--- config.mk ---
export PLATFORM = sky130hd
export DESIGN_NAME = aes192_ks_ctrl_flat
export DESIGN_NICKNAME = d
export VERILOG_FILES = /design/src/rtl/aes192_ks_ctrl_if.sv /design/src/rtl/aes192_ks_ctrl.sv /design/src/flat_wrapper.sv
export SDC_FILE = /design/constraint.sdc
export NUM_CORES = 2
export LEC_CHECK = 0
export ABC_AREA = 1
export ABC_CLOCK_PERIOD_IN_PS = 4750
export BUFFER_PORTS_ARGS = -buffer_cell sky130_fd_sc_hd__buf_2
export CAP_MARGIN = 10
export CORE_MARGIN = 4
export CORE_UTILIZATION = 35
export CTS_BUF_LIST = sky130_fd_sc_hd__clkbuf_8
export CTS_CLUSTER_DIAMETER = 200
export CTS_CLUSTER_SIZE = 20
export DETAILED_ROUTE_END_ITERATION = 6
export MAX_ROUTING_LAYER = met4
export PLACE_DENSITY = 0.57
export SYNTH_ARGS = -nofsm -noshare
export SYNTH_HDL_FRONTEND = slang
export SYNTH_SLANG_ARGS = --single-unit
--- constraint.sdc ---
create_clock -name clk -period 4.75 [get_ports clk]
set_input_delay 0.7125 -clock clk [delete_from_list [all_inputs] [get_ports clk]]
set_output_delay 0.7125 -clock clk [all_outputs]
set_load 0.05 [all_outputs]
--- src/rtl/aes192_ks_ctrl_if.sv ---
// Key-schedule controller bus: key offer, expansion-engine link and the shared round-key read port.
// The slave modport is the controller's view; the master modport is the system or engine side.
interface aes192_ks_ctrl_if;
    logic [191:0] key_in;
    logic         key_valid;
    logic         key_ready;
    logic         exp_start;
    logic [191:0] exp_key;
    logic [127:0] exp_subkey;
    logic         exp_valid;
    logic         keys_ready;
    logic         exp_err;
    logic         req0_valid;
    logic         req1_valid;
    logic [3:0]   req0_idx;
    logic [3:0]   req1_idx;
    logic         req0_ready;
    logic         req1_ready;
    logic         rd_valid;
    logic         rd_id;
    logic [127:0] rd_data;
    logic         rd_oob;

    modport slave (
        input  key_in, key_valid, exp_subkey, exp_valid,
        input  req0_valid, req1_valid, req0_idx, req1_idx,
        output key_ready, exp_start, exp_key, keys_ready, exp_err,
        output req0_ready, req1_ready, rd_valid, rd_id, rd_data, rd_oob
    );

    modport master (
        output key_in, key_valid, exp_subkey, exp_valid,
        output req0_valid, req1_valid, req0_idx, req1_idx,
        input  key_ready, exp_start, exp_key, keys_ready, exp_err,
        input  req0_ready, req1_ready, rd_valid, rd_id, rd_data, rd_oob
    );
endinterface

--- src/rtl/aes192_ks_ctrl.sv ---
// AES-192 key-expansion sequencer: starts the engine, stores round keys 0..12, serves two readers.
// Optional AES_KS_ZEROIZE_EN clears stale key material on rekey and on engine failure.
module aes192_ks_ctrl #(
    parameter int unsigned NRK         = 13,
    parameter int unsigned WDOG_CYCLES = 32
) (
    input logic             clk,
    input logic             reset,
    aes192_ks_ctrl_if.slave bus
);
    localparam int unsigned WdogW  = $clog2(WDOG_CYCLES + 1);
    localparam int unsigned NBeats = NRK - 1;

    typedef enum logic [2:0] {StIdle, StStart, StCollect, StReady, StErr} state_e;

    state_e             state_q, state_d;
    logic [191:0]       exp_key_q, exp_key_d;
    logic [127:0]       rf_q [NRK];
    logic [127:0]       rf_d [NRK];
    logic [3:0]         beat_q, beat_d;
    logic [WdogW-1:0]   wdog_q, wdog_d;
    logic               err_q, err_d;
    logic               rr_last_q, rr_last_d;
    logic               rd_valid_q, rd_valid_d;
    logic               rd_id_q, rd_id_d;
    logic               rd_oob_q, rd_oob_d;
    logic [127:0]       rd_data_q, rd_data_d;

    logic               key_ready, key_accept;
    logic               gnt0, gnt1;
    logic [3:0]         gnt_idx;

    assign key_ready  = (state_q == StIdle) || (state_q == StReady) || (state_q == StErr);
    assign key_accept = key_ready && bus.key_valid;

    // Round-robin: rr_last_q is the port granted most recently (reset 1 so port 0 wins first).
    always_comb begin
        gnt0 = 1'b0;
        gnt1 = 1'b0;
        if (state_q == StReady && !key_accept) begin
            if (bus.req0_valid && bus.req1_valid) begin
                gnt1 = !rr_last_q;
                gnt0 = rr_last_q;
            end else begin
                gnt0 = bus.req0_valid;
                gnt1 = bus.req1_valid;
            end
        end
    end

    always_comb begin
        gnt_idx    = gnt1 ? bus.req1_idx : bus.req0_idx;
        rr_last_d  = gnt1 ? 1'b1 : (gnt0 ? 1'b0 : rr_last_q);
        rd_valid_d = gnt0 || gnt1;
        rd_id_d    = gnt1;
        rd_oob_d   = rd_valid_d && (gnt_idx > 4'(NRK - 1));
        rd_data_d  = '0;
        if (rd_valid_d && !rd_oob_d) begin
            rd_data_d = rf_q[gnt_idx];
        end
    end

    always_comb begin
        state_d   = state_q;
        exp_key_d = exp_key_q;
        rf_d      = rf_q;
        beat_d    = beat_q;
        wdog_d    = wdog_q;
        err_d     = err_q;
        unique case (state_q)
            StIdle, StReady, StErr: begin
                if (key_accept) begin
                    exp_key_d = bus.key_in;
                    rf_d[0]   = bus.key_in[191:64];
`ifdef AES_KS_ZEROIZE_EN
                    for (int i = 1; i < NRK; i++) rf_d[i] = '0;
`endif
                    err_d     = 1'b0;
                    state_d   = StStart;
                end
            end
            StStart: begin
                beat_d  = '0;
                wdog_d  = '0;
                state_d = StCollect;
            end
            StCollect: begin
                wdog_d = wdog_q + 1'b1;
                if (bus.exp_valid && beat_q < 4'(NBeats)) begin
                    rf_d[beat_q + 4'd1] = bus.exp_subkey;
                    beat_d              = beat_q + 4'd1;
                end
                if (bus.exp_valid && beat_q == 4'(NBeats - 1)) begin
                    state_d = StReady;
                end else if (wdog_q == WdogW'(WDOG_CYCLES - 1)) begin
                    state_d = StErr;
                    err_d   = 1'b1;
`ifdef AES_KS_ZEROIZE_EN
                    for (int i = 0; i < NRK; i++) rf_d[i] = '0;
                    exp_key_d = '0;
`endif
                end
            end
            default: state_d = StIdle;
        endcase
    end

    always_ff @(posedge clk or negedge reset) begin
        if (!reset) begin
            state_q    <= StIdle;
            exp_key_q  <= '0;
            for (int i = 0; i < NRK; i++) rf_q[i] <= '0;
            beat_q     <= '0;
            wdog_q     <= '0;
            err_q      <= 1'b0;
            rr_last_q  <= 1'b1;
            rd_valid_q <= 1'b0;
            rd_id_q    <= 1'b0;
            rd_oob_q   <= 1'b0;
            rd_data_q  <= '0;
        end else begin
            state_q    <= state_d;
            exp_key_q  <= exp_key_d;
            rf_q       <= rf_d;
            beat_q     <= beat_d;
            wdog_q     <= wdog_d;
            err_q      <= err_d;
            rr_last_q  <= rr_last_d;
            rd_valid_q <= rd_valid_d;
            rd_id_q    <= rd_id_d;
            rd_oob_q   <= rd_oob_d;
            rd_data_q  <= rd_data_d;
        end
    end

    assign bus.key_ready  = key_ready;
    assign bus.exp_start  = (state_q == StStart);
    assign bus.exp_key    = exp_key_q;
    assign bus.keys_ready = (state_q == StReady);
    assign bus.exp_err    = err_q;
    assign bus.req0_ready = gnt0;
    assign bus.req1_ready = gnt1;
    assign bus.rd_valid   = rd_valid_q;
    assign bus.rd_id      = rd_id_q;
    assign bus.rd_data    = rd_data_q;
    assign bus.rd_oob     = rd_oob_q;
endmodule
--- src/flat_wrapper.sv ---
// flat-port wrapper written by rule: the top's interface ports become plain ports
module aes192_ks_ctrl_flat 
#(
    parameter int unsigned NRK         = 13,
    parameter int unsigned WDOG_CYCLES = 32
)
  (clk, reset, bus_key_in, bus_key_valid, bus_exp_subkey, bus_exp_valid, bus_req0_valid, bus_req1_valid, bus_req0_idx, bus_req1_idx, bus_key_ready, bus_exp_start, bus_exp_key, bus_keys_ready, bus_exp_err, bus_req0_ready, bus_req1_ready, bus_rd_valid, bus_rd_id, bus_rd_data, bus_rd_oob);
  aes192_ks_ctrl_if bus_i ();
  input logic clk;
  input logic reset;
  input wire logic [$bits(bus_i.key_in)-1:0] bus_key_in;
  input wire logic [$bits(bus_i.key_valid)-1:0] bus_key_valid;
  input wire logic [$bits(bus_i.exp_subkey)-1:0] bus_exp_subkey;
  input wire logic [$bits(bus_i.exp_valid)-1:0] bus_exp_valid;
  input wire logic [$bits(bus_i.req0_valid)-1:0] bus_req0_valid;
  input wire logic [$bits(bus_i.req1_valid)-1:0] bus_req1_valid;
  input wire logic [$bits(bus_i.req0_idx)-1:0] bus_req0_idx;
  input wire logic [$bits(bus_i.req1_idx)-1:0] bus_req1_idx;
  output wire logic [$bits(bus_i.key_ready)-1:0] bus_key_ready;
  output wire logic [$bits(bus_i.exp_start)-1:0] bus_exp_start;
  output wire logic [$bits(bus_i.exp_key)-1:0] bus_exp_key;
  output wire logic [$bits(bus_i.keys_ready)-1:0] bus_keys_ready;
  output wire logic [$bits(bus_i.exp_err)-1:0] bus_exp_err;
  output wire logic [$bits(bus_i.req0_ready)-1:0] bus_req0_ready;
  output wire logic [$bits(bus_i.req1_ready)-1:0] bus_req1_ready;
  output wire logic [$bits(bus_i.rd_valid)-1:0] bus_rd_valid;
  output wire logic [$bits(bus_i.rd_id)-1:0] bus_rd_id;
  output wire logic [$bits(bus_i.rd_data)-1:0] bus_rd_data;
  output wire logic [$bits(bus_i.rd_oob)-1:0] bus_rd_oob;
  assign bus_i.key_in = bus_key_in;
  assign bus_i.key_valid = bus_key_valid;
  assign bus_i.exp_subkey = bus_exp_subkey;
  assign bus_i.exp_valid = bus_exp_valid;
  assign bus_i.req0_valid = bus_req0_valid;
  assign bus_i.req1_valid = bus_req1_valid;
  assign bus_i.req0_idx = bus_req0_idx;
  assign bus_i.req1_idx = bus_req1_idx;
  assign bus_key_ready = bus_i.key_ready;
  assign bus_exp_start = bus_i.exp_start;
  assign bus_exp_key = bus_i.exp_key;
  assign bus_keys_ready = bus_i.keys_ready;
  assign bus_exp_err = bus_i.exp_err;
  assign bus_req0_ready = bus_i.req0_ready;
  assign bus_req1_ready = bus_i.req1_ready;
  assign bus_rd_valid = bus_i.rd_valid;
  assign bus_rd_id = bus_i.rd_id;
  assign bus_rd_data = bus_i.rd_data;
  assign bus_rd_oob = bus_i.rd_oob;
  aes192_ks_ctrl #(.NRK(NRK), .WDOG_CYCLES(WDOG_CYCLES)) u_core (.clk(clk), .reset(reset), .bus(bus_i));
endmodule
==> flow_summary_export.csv <==
group,metric,value,unit
place,placed_area,0.0951,mm²
critical_path,critPathCaptureType,"output pin",
synth,netlist_area,0.0890,mm²
floorplanning,die_h,512,µm
route,drt-total-wl,298,mm
route,routedWlPerCell,20.4,µm
synth,yosys.area_share.adder,0.000844,
critical_path,critPathKind,"flip-flop to output pin",
critical_path,crit_path_start_kind,"flip-flop",
sta,hold_viol_final,0,
critical_path,crit_required,4.04,ns
cts,cts.clk_slew.worst_paths,0.13,ns
route,highest_layer,"met4",
critical_path,cpPeakStageDelay,0.60,ns
sta,setup_viol,0,
final_layout,nFillCells,25800,
final_layout,nets,11500,
route,ant_nets,0,
sta,tightest_slew,1.14,ns
grt,antenna_found_initial,17,
route,viasPerCell,5.19,
place,gp_congestion,0.805,
sta,fin_crit,3.92,ns
grt,grt_pass1_vias,74000,
cts,root_buffer,"clkbuf_8",
synth,synth_xor_area_frac,0.000197,
power,p_leak,47.4,nW
route,drc,0,
cts,numCtsBuffers,110,
route,first_iter_violations,7610,
floorplanning,fp-row-count,184,
synth,ys_ff_latch,2002,
synth,synthSimpleGateAreaFrac,0.248,
synth,post_synth_num_cell_types,29,
sta,max_slew_margin,0.240,
synth,ys_top_cells_by_area,"dfrtp_1 56%, nand2_1 14%, nand3_1 7.4%",
route,wl_met1,131,mm
cts,cts_sinks,2002,
cts,htreeDepth,3,
sta,clock.fmax,0.255,GHz
synth,yosysTopAreaCellShare,0.563,
floorplanning,ios,663,
cts,cts_resized,0,
grt,grt_usage,0.229,
final_layout,fin_cells,14600,
synth,yosysSeqAreaShare,0.563,
place,port_buffers,662,
floorplanning,core,0.252,mm²
hold_path,hp-class,"primary input to flip-flop",
synth,yosysWarnings,0,
sta,final.setup.tns,0,ns
route,wl_met2,142,mm
floorplanning,die-area,0.262,mm²
place,dp_hpwl,172,mm
cts,cts_tree,"done",
power,max-vdd-ir-drop,0.000364,V
final_layout,synthToLayoutAreaGrowth,10.8,%
critical_path,critical_path.cell_chain,"nand2_1 > nor2_2 > nand3_1 > inv_2 > buf_2",
floorplanning,die_w,512,µm
sta,post-route-period-util,0.825,
critical_path,crit_buf_inv,2,
synth,syn-instance-count,11000,
grt,grt_max_degree,147,
power,p_per_area,442,mW/mm²
cts,cts_hold_buf,184,
critical_path,crit_slowest_cell,"nand3_1",
final_layout,finalInstanceArea,0.0986,mm²
run,cap_violations,0,
sta,rsz0062_at_grt,"false",
cts,post-cts-setup-buffers,0,
floorplanning,start_util,0.353,
cts,clock_latency,0.98,ns
route,num_vias,75800,
sta,skew,0.0702,ns
grt,overflow,0,
critical_path,critPathTopFamily,"simple AND/OR/NAND/NOR gates",
place,post-place-ws,0.610,ns
synth,synth_top_family_by_area,"simple AND/OR/NAND/NOR gates",
final_layout,seqCellArea,0.0501,mm²
place,dp_cells,14300,
synth,yosysTopAreaCell,"dfrtp_1",
outcome,outcome,"finished clean",
final_layout,drive_above_1_share,0.0902,
synth,syn_nets,11300,
synth,synth_compound_area_frac,0.121,
grt,grt_pass1_wl,459,mm
sta,maxSlewViolCount,0,
route,first_pass_iters,6,
synth,avgSynthCellArea,8.10,µm²
sta,final.setup.worst_slack,0.829,ns
synth,muxShareOfSynthArea,0,
route,wl_met3,16.7,mm
critical_path,arrival,3.21,ns
final_layout,multi_input_area,0.0331,mm²
cts,cts.path.max_buffers,3,
critical_path,cp_max_fo,11,
-- cell type report --
type | count | area share
tap | 3348 | 0.0425
antenna | 20 | 0.000507
sequential | 2002 | 0.508
clock inverter | 17 | 0.00123
clock buffer | 111 | 0.0155
inverter | 512 | 0.0198
timing repair buffer | 1044 | 0.0774
multi-input combinational | 7539 | 0.335
-- routing by layer --
layer	up-vias	global-route usage
li1	35700	-
met1	37300	0.303
met2	2389	0.376
met3	342	0.0261
met4	0	0.0588
met5	-	-
-- final timing paths --
check	endpoint	startpoint	cells past startpoint	slack, ns
hold / removal	u_core.bus.exp_key[185]$_DFFE_PN0P_	bus_key_in[185]	3	0.10
max in group asynchronous	u_core.rf_q[203]$_DFFE_PN0P_	reset	3	2.82
setup reg to reg	u_core.bus.rd_data[125]$_DFF_PN0_	u_core.rr_last_q$_DFFE_PN1P_	12	0.87
setup / recovery	bus_req1_ready	u_core.state_q[1]$_DFFE_PN0P_	5	0.83
hold reg to reg	u_core.bus.exp_key[3]$_DFFE_PN0P_	u_core.bus.exp_key[3]$_DFFE_PN0P_	2	0.48
min in group asynchronous	u_core.bus.exp_key[96]$_DFFE_PN0P_	reset	2	0.26
-- registers in the layout, indices dropped and copies added, names as in the netlist --
name,count
u_core.bus.rd_id,1
u_core.bus.rd_data,128
u_core.rf_q,1664
u_core.bus.exp_err,1
u_core.state_q,3
u_core.bus.rd_valid,1
u_core.bus.exp_key,192
u_core.wdog_q,6
u_core.rr_last_q,1
u_core.bus.rd_oob,1
u_core.beat_q,4
-- metrics by stage --
stage | power (mW) | hold slack (ns) | util
final | 43.6 | 0.103 | 0.391
after global routing | 46.3 | 0.0203 | 0.391
after floorplan | 31.6 | 0.417 | -
after detailed placement | 36.2 | 0.453 | 0.377
after global placement | 35.8 | 0.448 | 0.377
after CTS | 44.0 | 0.0103 | 0.391
-- power breakdown --
group	internal (mW)	switching, mW
logic	3.82	9.91
clock network	2.19	5.50
registers	20.3	1.81
-- cell usage after synthesis (all sizes together) --
master     n
inv      512
nor4       1
nor2     684
xor2       1
buf      409
ha         6
xnor2      1
a21oi    675
clkbuf   531
o22ai    131
dfrtp   2001
nand2   3415
nor3       5
nand3   1318
o21ai   1301
nand4      1
dfstp      1
-- layout by cell type, fill, tap and decap left out, types with 2 or more instances in the layout --
cell type / Yosys / routed
a21oi_1: 675 / 675
buf_12: 0 / 79
buf_2: 343 / 661
buf_4: 37 / 120
clkbuf_8: 0 / 111
clkinv_8: 0 / 2
clkinvlp_4: 0 / 2
dfrtp_1: 2001 / 2001
diode_2: 0 / 20
dlygate4sd3_1: 0 / 184
ha_1: 6 / 6
inv_1: 509 / 517
inv_6: 0 / 3
inv_8: 0 / 2
nand2_1: 3411 / 3402
nand2_4: 0 / 11
nand2_8: 0 / 2
nand3_1: 1318 / 1316
nand3_4: 0 / 2
nor2_1: 682 / 677
nor2_4: 1 / 6
nor3_1: 4 / 3
nor3_2: 1 / 2
o21ai_0: 1297 / 1297
o21ai_4: 1 / 4
o22ai_1: 131 / 131
-- worst register-to-register path, stage by stage, from the launching register on --
cell and delay, ns:
dfstp_2 0.63, a21oi_1 0.23, nand3_1 0.56, nand2_1 0.19, nand2_4 0.20, buf_12 0.34, buf_4 0.90, nand2_1 0.24
nor2_1 0.13, a21oi_1 0.07, nand2_1 0.10, nand2_1 0.05, a21oi_1 0.13
-- cells by family after synthesis --
group           Yosys count
flops                  2002
buf+inv                1452
fa+ha+maj                 6
xor+xnor                  2
compound gates         2107
simple gates           5424
No activity file was read; power rests on OpenSTA's default activity.
